--- src/rtl/cdb_arbiter_pkg.sv ---
// Shared out-of-order core configuration: widths and the payload structs
// that move between reservation stations, functional units and the CDB.
package ooo_config;

  localparam int PHYS_BITS = 6;
  localparam int ROB_BITS  = 5;
  localparam int BRU_BITS  = 2;
  localparam int BRU_DEPTH = 1 << BRU_BITS;

  typedef struct packed {
    logic [PHYS_BITS-1:0] pd;
    logic [ROB_BITS-1:0]  rob_idx;
    logic [31:0]          data;
    logic [BRU_DEPTH-1:0] br_mask;
  } cdb_entry_t;

  typedef struct packed {
    logic                 valid;
    logic [6:0]           op;
    logic [PHYS_BITS-1:0] pd;
    logic [PHYS_BITS-1:0] ps1;
    logic [PHYS_BITS-1:0] ps2;
    logic                 ps1_ready;
    logic                 ps2_ready;
    logic [ROB_BITS-1:0]  rob_idx;
    logic [BRU_DEPTH-1:0] br_mask;
  } resv_entry_t;

  // Mask that drops one branch-dependence bit; all-ones when nothing resolves.
  function automatic logic [BRU_DEPTH-1:0] resolve_keep_mask(
    input logic               resolve,
    input logic [BRU_BITS-1:0] idx
  );
    resolve_keep_mask = resolve ? ~(BRU_DEPTH'(1) << idx) : '1;
  endfunction

endpackage

--- src/rtl/cdb_arbiter_rr_picker.sv ---
// Round-robin one-hot picker: first live bit at or above ptr, wrapping.
module rr_picker #(
  parameter int NUM_FU   = 4,
  parameter int PTR_BITS = 2
) (
  input  logic [NUM_FU-1:0]   live,
  input  logic [PTR_BITS-1:0] ptr,
  output logic [NUM_FU-1:0]   grant
);

  logic found;
  int   idx;

  always_comb begin
    grant = '0;
    found = 1'b0;
    idx   = 0;
    for (int k = 0; k < NUM_FU; k++) begin
      idx = int'(ptr) + k;
      if (idx >= NUM_FU) idx = idx - NUM_FU;
      if (!found && live[idx]) begin
        grant[idx] = 1'b1;
        found      = 1'b1;
      end
    end
  end

endmodule

--- src/rtl/cdb_arbiter.sv ---
// Common data bus arbiter: zero-cycle round-robin grant among functional
// units, one registered broadcast slot with branch kill/resolve handling.
module cdb_arbiter
  import ooo_config::*;
#(
  parameter int NUM_FU = 4
) (
  input  logic                                clk,
  input  logic                                rst,
  input  logic [NUM_FU-1:0]                   req_valid,
  input  logic [NUM_FU-1:0][PHYS_BITS-1:0]    req_pd,
  input  logic [NUM_FU-1:0][ROB_BITS-1:0]     req_rob_idx,
  input  logic [NUM_FU-1:0][31:0]             req_data,
  input  logic [NUM_FU-1:0][BRU_DEPTH-1:0]    req_br_mask,
  output logic [NUM_FU-1:0]                   req_ready,
  input  logic                                br_valid,
  input  logic                                br_mispred,
  input  logic [BRU_BITS:0]                   br_idx,
  output logic                                cdb_valid,
  output logic [PHYS_BITS-1:0]                cdb_pd,
  output logic [ROB_BITS-1:0]                 cdb_rob_idx,
  output logic [31:0]                         cdb_data,
  output logic [BRU_DEPTH-1:0]                cdb_br_mask
);

  localparam int PTR_BITS = (NUM_FU > 1) ? $clog2(NUM_FU) : 1;

  logic [BRU_BITS-1:0]  br_sel;
  logic                 unused_br_msb;
  logic [NUM_FU-1:0]    kill;
  logic [NUM_FU-1:0]    live;
  logic [NUM_FU-1:0]    grant;
  logic [PTR_BITS-1:0]  rr_ptr;
  logic [PTR_BITS-1:0]  win_idx;
  logic [PTR_BITS-1:0]  ptr_next;
  logic [BRU_DEPTH-1:0] keep_mask;
  cdb_entry_t           sel_entry;
  cdb_entry_t           cdb_q;

  assign br_sel        = br_idx[BRU_BITS-1:0];
  assign unused_br_msb = br_idx[BRU_BITS];
  assign keep_mask     = resolve_keep_mask(br_valid & ~br_mispred, br_sel);

  // Gating live with rst keeps req_ready low for the whole reset window.
  always_comb begin
    kill = '0;
    for (int i = 0; i < NUM_FU; i++)
      kill[i] = br_valid & br_mispred & req_br_mask[i][br_sel];
    live = req_valid & ~kill & {NUM_FU{rst}};
  end

  rr_picker #(
    .NUM_FU   (NUM_FU),
    .PTR_BITS (PTR_BITS)
  ) u_picker (
    .live  (live),
    .ptr   (rr_ptr),
    .grant (grant)
  );

  assign req_ready = grant;

  always_comb begin
    win_idx   = '0;
    sel_entry = '0;
    for (int i = 0; i < NUM_FU; i++) begin
      if (grant[i]) begin
        win_idx   = PTR_BITS'(i);
        sel_entry = '{pd: req_pd[i], rob_idx: req_rob_idx[i],
                      data: req_data[i], br_mask: req_br_mask[i]};
      end
    end
    ptr_next = (win_idx == PTR_BITS'(NUM_FU - 1)) ? '0 : win_idx + 1'b1;
  end

  // Broadcast lives exactly one cycle; a held killed result simply lapses.
  always_ff @(posedge clk) begin
    if (!rst) begin
      cdb_valid     <= 1'b0;
      rr_ptr        <= '0;
      cdb_q.br_mask <= '0;
    end else begin
      cdb_valid <= |grant;
      if (|grant) begin
        cdb_q         <= sel_entry;
        cdb_q.br_mask <= sel_entry.br_mask & keep_mask;
        rr_ptr        <= ptr_next;
      end else begin
        cdb_q.br_mask <= cdb_q.br_mask & keep_mask;
      end
    end
  end

  assign cdb_pd      = cdb_q.pd;
  assign cdb_rob_idx = cdb_q.rob_idx;
  assign cdb_data    = cdb_q.data;
  assign cdb_br_mask = cdb_q.br_mask;

endmodule

--- config.mk ---
export PLATFORM = sky130hd
export DESIGN_NAME = cdb_arbiter
export DESIGN_NICKNAME = d
export VERILOG_FILES = /design/src/rtl/cdb_arbiter_pkg.sv /design/src/rtl/cdb_arbiter_rr_picker.sv /design/src/rtl/cdb_arbiter.sv
export SDC_FILE = /design/constraint.sdc
export NUM_CORES = 1
export LEC_CHECK = 0
export CORE_MARGIN = 3
export CORE_UTILIZATION = 39
export DETAILED_ROUTE_END_ITERATION = 8
export GPL_TIMING_DRIVEN = 0
export PLACE_DENSITY = 0.83
export SLEW_MARGIN = 0
export SYNTH_ARGS = -nofsm -noshare
export SYNTH_HDL_FRONTEND = slang
export SYNTH_SLANG_ARGS = --single-unit
--- constraint.sdc ---
create_clock -name clk -period 5.7 [get_ports clk]
set_clock_uncertainty 0.15 [all_clocks]
set_input_delay 0.57 -clock clk [delete_from_list [all_inputs] [get_ports clk]]
set_output_delay 0.57 -clock clk [all_outputs]
set_load 0.02 [all_outputs]
==> out/qor.csv, run 1 <==
stage;metric;value;unit
clock_tree;hold buffers post-CTS;0;
finish;Layout Cells excl Fill;817;
sta;Final Hold Viols;0;
placement;post-DP HPWL;13300;microns
worst_setup_path;critical path peak fanout;10;
detailed_routing;DR iter-0 viols;352;
logic_synthesis;sequential fraction of the synthesis area;33.8;%
detailed_routing;vias per inst;5.71;
clock_tree;Sinks on Clock Net;50;
logic_synthesis;Yosys cell types;54;
floorplanning;Core ar.;10500;sq um
sta;count of pins over their slew limit;0;
sta;final setup vio count;0;
worst_setup_path;CP arrival;4300;ps
worst_setup_path;crit path kind;in2out;
logic_synthesis;top cell type's share of synthesized area;30.5;%
sta;min cycle time layout;5020;ps
flow_run;MaxCap Viol Count;0;
sta;Final WS setup;678;ps
global_route;first-pass GRT wire length;24000;microns
finish;final net count;885;
clock_tree;clk buf depth;2;
sta;Max Fclk;199;MHz
global_route;vias in the first global route;4692;
clock_tree;Root Buffer;clkbuf_8;
sta;final hold slack;408;ps
logic_synthesis;synthesized cell area;4230;sq um
detailed_routing;Routed Antenna Nets;0;
finish;commonest non-fill, non-tap cell in the layout;clkdlybuf4s50_1;
pwr;Power Density;477;nW/um^2
detailed_routing;DRT Pass-1 Iters;5;
worst_setup_path;WP buf/inv;4;
logic_synthesis;area leader, netlist;edfxtp_1;
clock_tree;H-tree depth;2;
global_route;largest net degree at the start of global routing;17;
worst_setup_path;CP cell instances;clkdlybuf4s50_1 > nand3_1 > o221ai_1 > o22ai_1 > o22ai_1 > mux2_2 > nor3_4 > buf_2 > inv_1 > clkdlybuf4s50_1;
placement;DP Cell Count;809;
logic_synthesis;predominant post-synthesis flop cell;edfxtp_1;
clock_tree;Clk Latency, worst-skew pair;300;ps
floorplanning;Top Ports;251;
hold_path;worst hold path type;reg2reg;
logic_synthesis;mean post-synth cell area;10.0;sq um
finish;most frequent cells in the layout;clkdlybuf4s50_1 (248), inv_1 (55), a31oi_1 (47);
clock_tree;post-CTS setup buffer count;0;
placement;GPL Wtd Cong;0.916;
detailed_routing;drt drc;0;
clock_tree;CTS tree;built;
worst_setup_path;CP top delay family;buffers and inverters;
worst_setup_path;slowest CP cell;clkdlybuf4s50_1;
clock_tree;Clock transition at path regs;100;ps
sta;slew of the pin with the lowest slew margin;604;ps
pwr;Peak supply drop;0.000264;V
detailed_routing;via count;4661;
pwr;total power;3.35;mW
pwr;Leakage;2.64;nW
logic_synthesis;Synth async-reset ratio;0;%
detailed_routing;WL per Instance;20.3;microns
logic_synthesis;synth top area cells;edfxtp_1 (31%), a221oi_2 (15%), o31a_1 (8.9%);
worst_setup_path;worst path required time;4980;ps
status;status;finished clean;
detailed_routing;WL final;16600;microns
floorplanning;Rows;37;
clock_tree;CTS Buf Count;5;
sta;Slew headroom;59.7;%
finish;layout filler cell count;833;
floorplanning;die height;110;microns
sta;RSZ-0062 raised after global routing;no;
placement;IO Port Bufs;248;
finish;fraction of layout instances using a drive strength above 1;15.6;%
floorplanning;Die W;110;microns
global_route;GRT overflow;0;
global_route;gr usage total;25.5;%
worst_setup_path;crit start category;input pin;
clock_tree;post_cts resized;0;
worst_setup_path;Worst path max stage delay;650;ps
finish;area growth from synthesis to layout;66.1;%
floorplanning;starting density of the core;40.5;%
finish;# diodes;0;
logic_synthesis;Cells after Synth;422;
logic_synthesis;Ys Warns;0;
logic_synthesis;post-synthesis register bit count;50;
finish;final core occ;67.2;%
global_route;initial antenna violation count;0;
logic_synthesis;number of synthesized flops with an enable pin;43;
worst_setup_path;crit end category;primary output;
floorplanning;Die ar.;12100;sq um
logic_synthesis;Synth Net Count;627;
placement;worst slack at placement;656;ps
sta;final worst path period share;88.1;%
per-stage QoR:
stage               cell area (sq um)  setup TNS (ps)
detailed placement               6940               0
global placement                 6890          -43000
floorplan                        4230               0
global route                     7030               0
CTS                              7030               0
finish                           7030               0
worst reg2reg max path: stages, from the launching register on:
cell	delay, ps
dfxtp_1	510
inv_1	160
ha_1	370
inv_1	160
a211oi_1	80
o21ai_2	310
a21boi_0	140
mux2i_1	390
and3_1	240
buf_6	140
nand4_1	490
buf_8	370
buf_8	160
buf_16	160
metal layers:
| layer | global-route usage (%) | vias up | share of wire [%] |
|---|---|---|---|
| li1 | - | 2193 | - |
| met1 | 30.0 | 2197 | 38 |
| met2 | 44.9 | 232 | 49 |
| met3 | 6.29 | 39 | 9.2 |
| met4 | 9.32 | 0 | 3.5 |
| met5 | 0 | - | 0 |
final timing paths:
check                         to      startpoint  cells past startpoint  slack (ps)
setup / recovery    req_ready[1]       br_idx[0]                     10         680
hold / removal    cdb_br_mask[2]  cdb_br_mask[2]                      1         410
setup reg to reg    cdb_data[14]       rr_ptr[0]                     13        1620
hold reg to reg   cdb_br_mask[2]  cdb_br_mask[2]                      1         410
final cells by class:
class / count / area (sq um) / share of cell area, %
buffer: 41 / 264 / 3.76
clock buffer: 6 / 72.6 / 1.03
clock inverter: 2 / 13.8 / 0.196
inverter: 58 / 223 / 3.17
multi-input combinational: 273 / 2310 / 32.9
sequential: 50 / 1430 / 20.4
tap: 136 / 170 / 2.42
timing repair buffer: 251 / 2540 / 36.1
registers in the layout (all words and copies together) (netlist names):
name	flops
cdb_br_mask	4
cdb_pd	6
cdb_rob_idx	5
cdb_valid	1
cdb_data	32
rr_ptr	2
cell usage after synthesis, types with 2 or more instances:
library cell	number
dfxtp_1	7
ha_1	6
a21o_1	3
o21a_1	2
a21boi_0	4
o31a_1	43
a31oi_1	47
nor3_4	2
clkbuf_1	10
o21ai_2	2
nor4_1	4
a221oi_1	2
a211oi_1	4
o221a_2	4
o22ai_1	2
mux4_2	2
buf_2	16
o21ai_0	5
buf_6	10
nor2_4	3
nand3_1	6
nand4_1	2
a2bb2oi_1	4
a311oi_1	4
mux2i_1	6
inv_2	2
mux2_2	2
inv_1	55
a221oi_2	41
buf_4	4
a21oi_1	3
edfxtp_1	43
nor2_1	45
nand3b_1	3
nand2_1	5
where the power goes:
| group | internal, mW | switching, mW |
|---|---|---|
| Clock | 0.0871 | 0.128 |
| Combinational | 1.07 | 1.25 |
| Sequential | 0.748 | 0.0648 |
| Total | 1.91 | 1.44 |
cells by family after synthesis:
| kind of cell | count (synthesis) | share of synthesized area, % |
|---|---|---|
| buffers and inverters | 99 | 11.5 |
| AO/OA/AOI/OAI | 180 | 40.4 |
| adder cells (fa/ha/maj) | 6 | 1.77 |
| AND/OR/NAND/NOR | 77 | 9.49 |
| multiplexers | 10 | 3.02 |
| flip-flops | 50 | 33.8 |
Power figures use the tool's default switching activity.
==> run 2, diff against run 1 <==
--- a/config.mk
+++ b/config.mk
@@ -10,7 +10,9 @@
 export DETAILED_ROUTE_END_ITERATION = 8
 export GPL_TIMING_DRIVEN = 0
 export PLACE_DENSITY = 0.83
+export REMOVE_ABC_BUFFERS = 1
 export SLEW_MARGIN = 0
 export SYNTH_ARGS = -nofsm -noshare
 export SYNTH_HDL_FRONTEND = slang
 export SYNTH_SLANG_ARGS = --single-unit
+export TNS_END_PERCENT = 1
==> run 2 against run 1 <==
  * Wire length up 0.20%
  * Global-route usage up 0.29 points
  * Critical path depth unchanged
  * Non-clock buffer count down 31
  * Die area unchanged
  * Combinational power about the same
  * Sequential power about the same
  * Largest cell class unchanged
==> out/qor.csv, run 2 (same netlist as run 1, synthesis figures left out) <==
stage;metric;value;unit
placement;GPL Wtd Cong;0.890;
hold_path;worst hold path type;reg2reg;
worst_setup_path;CP arrival;4640;ps
floorplanning;Top Ports;251;
worst_setup_path;worst path required time;4980;ps
detailed_routing;vias per inst;5.80;
sta;final setup vio count;0;
finish;layout filler cell count;818;
floorplanning;Die ar.;12100;sq um
detailed_routing;via count;4557;
global_route;largest net degree at the start of global routing;50;
hold_path;hold_sp;cdb_br_mask[1];
pwr;Leakage;2.56;nW
floorplanning;Rows;37;
detailed_routing;Routed Antenna Nets;0;
detailed_routing;drt drc;0;
hold_path;hold path endpoint;cdb_br_mask[1];
worst_setup_path;cells on worst reg2reg path;14;
placement;area post-placement;6860;sq um
worst_setup_path;reg-to-reg slack, setup;1220;ps
worst_setup_path;launching point of the worst reg2reg path;rr_ptr[0];
floorplanning;starting density of the core;40.5;%
placement;worst slack at placement;-11.5;ps
floorplanning;die height;110;microns
placement;DP Cell Count;777;
sta;Max Fclk;187;MHz
sta;final hold slack;394;ps
placement;IO Port Bufs;249;
global_route;vias in the first global route;4442;
clock_tree;Clk Latency, worst-skew pair;300;ps
pwr;Power Density;482;nW/um^2
clock_tree;post-CTS setup buffer count;1;
finish;Multi-input gate area;2320;sq um
sta;final worst path period share;94.0;%
worst_setup_path;R2R Path End;cdb_data[9];
worst_setup_path;critical path peak fanout;48;
sta;Final Hold Viols;0;
status;status;finished clean;
global_route;first-pass GRT wire length;24500;microns
finish;most frequent cells in the layout;clkdlybuf4s50_1 (249), inv_1 (55), a31oi_1 (47);
detailed_routing;DR iter-0 viols;333;
finish;area growth from synthesis to layout;64.4;%
clock_tree;CTS tree;built;
finish;commonest non-fill, non-tap cell in the layout;clkdlybuf4s50_1;
flow_run;MaxCap Viol Count;0;
clock_tree;H-tree depth;2;
worst_setup_path;crit start category;input pin;
detailed_routing;WL final;16600;microns
finish;register area;1430;sq um
sta;slew of the pin with the lowest slew margin;1190;ps
sta;Final WS setup;340;ps
detailed_routing;DRT Pass-1 Iters;5;
finish;fraction of layout instances using a drive strength above 1;13.4;%
hold_path;Hold Crit Depth;1;
worst_setup_path;crit path kind;in2out;
global_route;GRT overflow;0;
clock_tree;hold buffers post-CTS;0;
clock_tree;post_cts resized;0;
clock_tree;Clock transition at path regs;90;ps
sta;count of pins over their slew limit;0;
clock_tree;clk buf depth;2;
worst_setup_path;crit end category;primary output;
pwr;Peak supply drop;0.000409;V
clock_tree;Sinks on Clock Net;50;
sta;min cycle time layout;5360;ps
floorplanning;Die W;110;microns
placement;post-DP HPWL;12500;microns
clock_tree;Root Buffer;clkbuf_8;
finish;# diodes;0;
finish;final net count;854;
finish;Layout Cells excl Fill;786;
clock_tree;CTS Buf Count;5;
floorplanning;Core ar.;10500;sq um
pwr;total power;3.36;mW
detailed_routing;WL per Instance;21.2;microns
global_route;gr usage total;25.8;%
finish;max reg flops;32;
finish;design area;6960;sq um
global_route;initial antenna violation count;0;
sta;Slew headroom;20.9;%
sta;RSZ-0062 raised after global routing;no;
run 2: cell types whose count changed in the layout (fill, tap and decap cells not counted), sizes merged:
cell	change
clkinvlp	+1
buf	-22
clkinv	-1
clkdlybuf4s50	+1
clkbuf	-11
inv	+1
run 2: worst max path at each step:
| stage | from | end | cells past startpoint |
|---|---|---|---|
| floorplan | br_idx[0] | cdb_br_mask[0] | 8 |
| global placement | br_idx[0] | cdb_br_mask[3] | 8 |
| detailed placement | br_idx[1] | req_ready[1] | 10 |
| CTS | br_idx[0] | req_ready[1] | 10 |
| global route | br_idx[1] | req_ready[1] | 10 |
| finish | br_idx[0] | req_ready[1] | 10 |
run 2: layout make-up:
class                      instances  area share, %
timing repair buffer             261           39.2
multi-input combinational        273           33.3
sequential                        50           20.6
inverter                          58           3.20
tap                              136           2.44
clock buffer                       5          0.989
clock inverter                     3          0.288
run 2: worst max-delay path: stages:
cell and delay (ps):
clkdlybuf4s50_1 610, mux4_2 570, a21o_1 210, o22ai_1 230, nor3b_2 370, o2111a_2 980
nor3_4 130, buf_16 220, inv_1 90, clkdlybuf4s50_1 610
run 2: per-layer routing:
layer  vias up  wire length (microns)  global-route usage, %
li1       2123                      -                      -
met1      2218                   6440                   31.3
met2       193                   8620                   46.4
met3        23                   1260                   5.36
met4         0                    318                   6.51
met5         -                      0                      0
run 2: through the flow:
step / util [%] / setup TNS [ps]
6_report: 66.5 / 0
5_1_grt: 66.5 / 0
4_1_cts: 66.5 / 0
3_5_place_dp: 65.6 / -11.5
3_3_place_gp: 63.4 / -196440
2_1_floorplan: - / -1510
run 2: power by group:
part           leakage (nW)  total, mW  switching (mW)  internal (mW)
clock                0.0422      0.212           0.126         0.0868
combinational          2.02       2.33            1.27           1.06
sequential            0.491      0.810          0.0626          0.747
total                  2.56       3.36            1.46           1.90
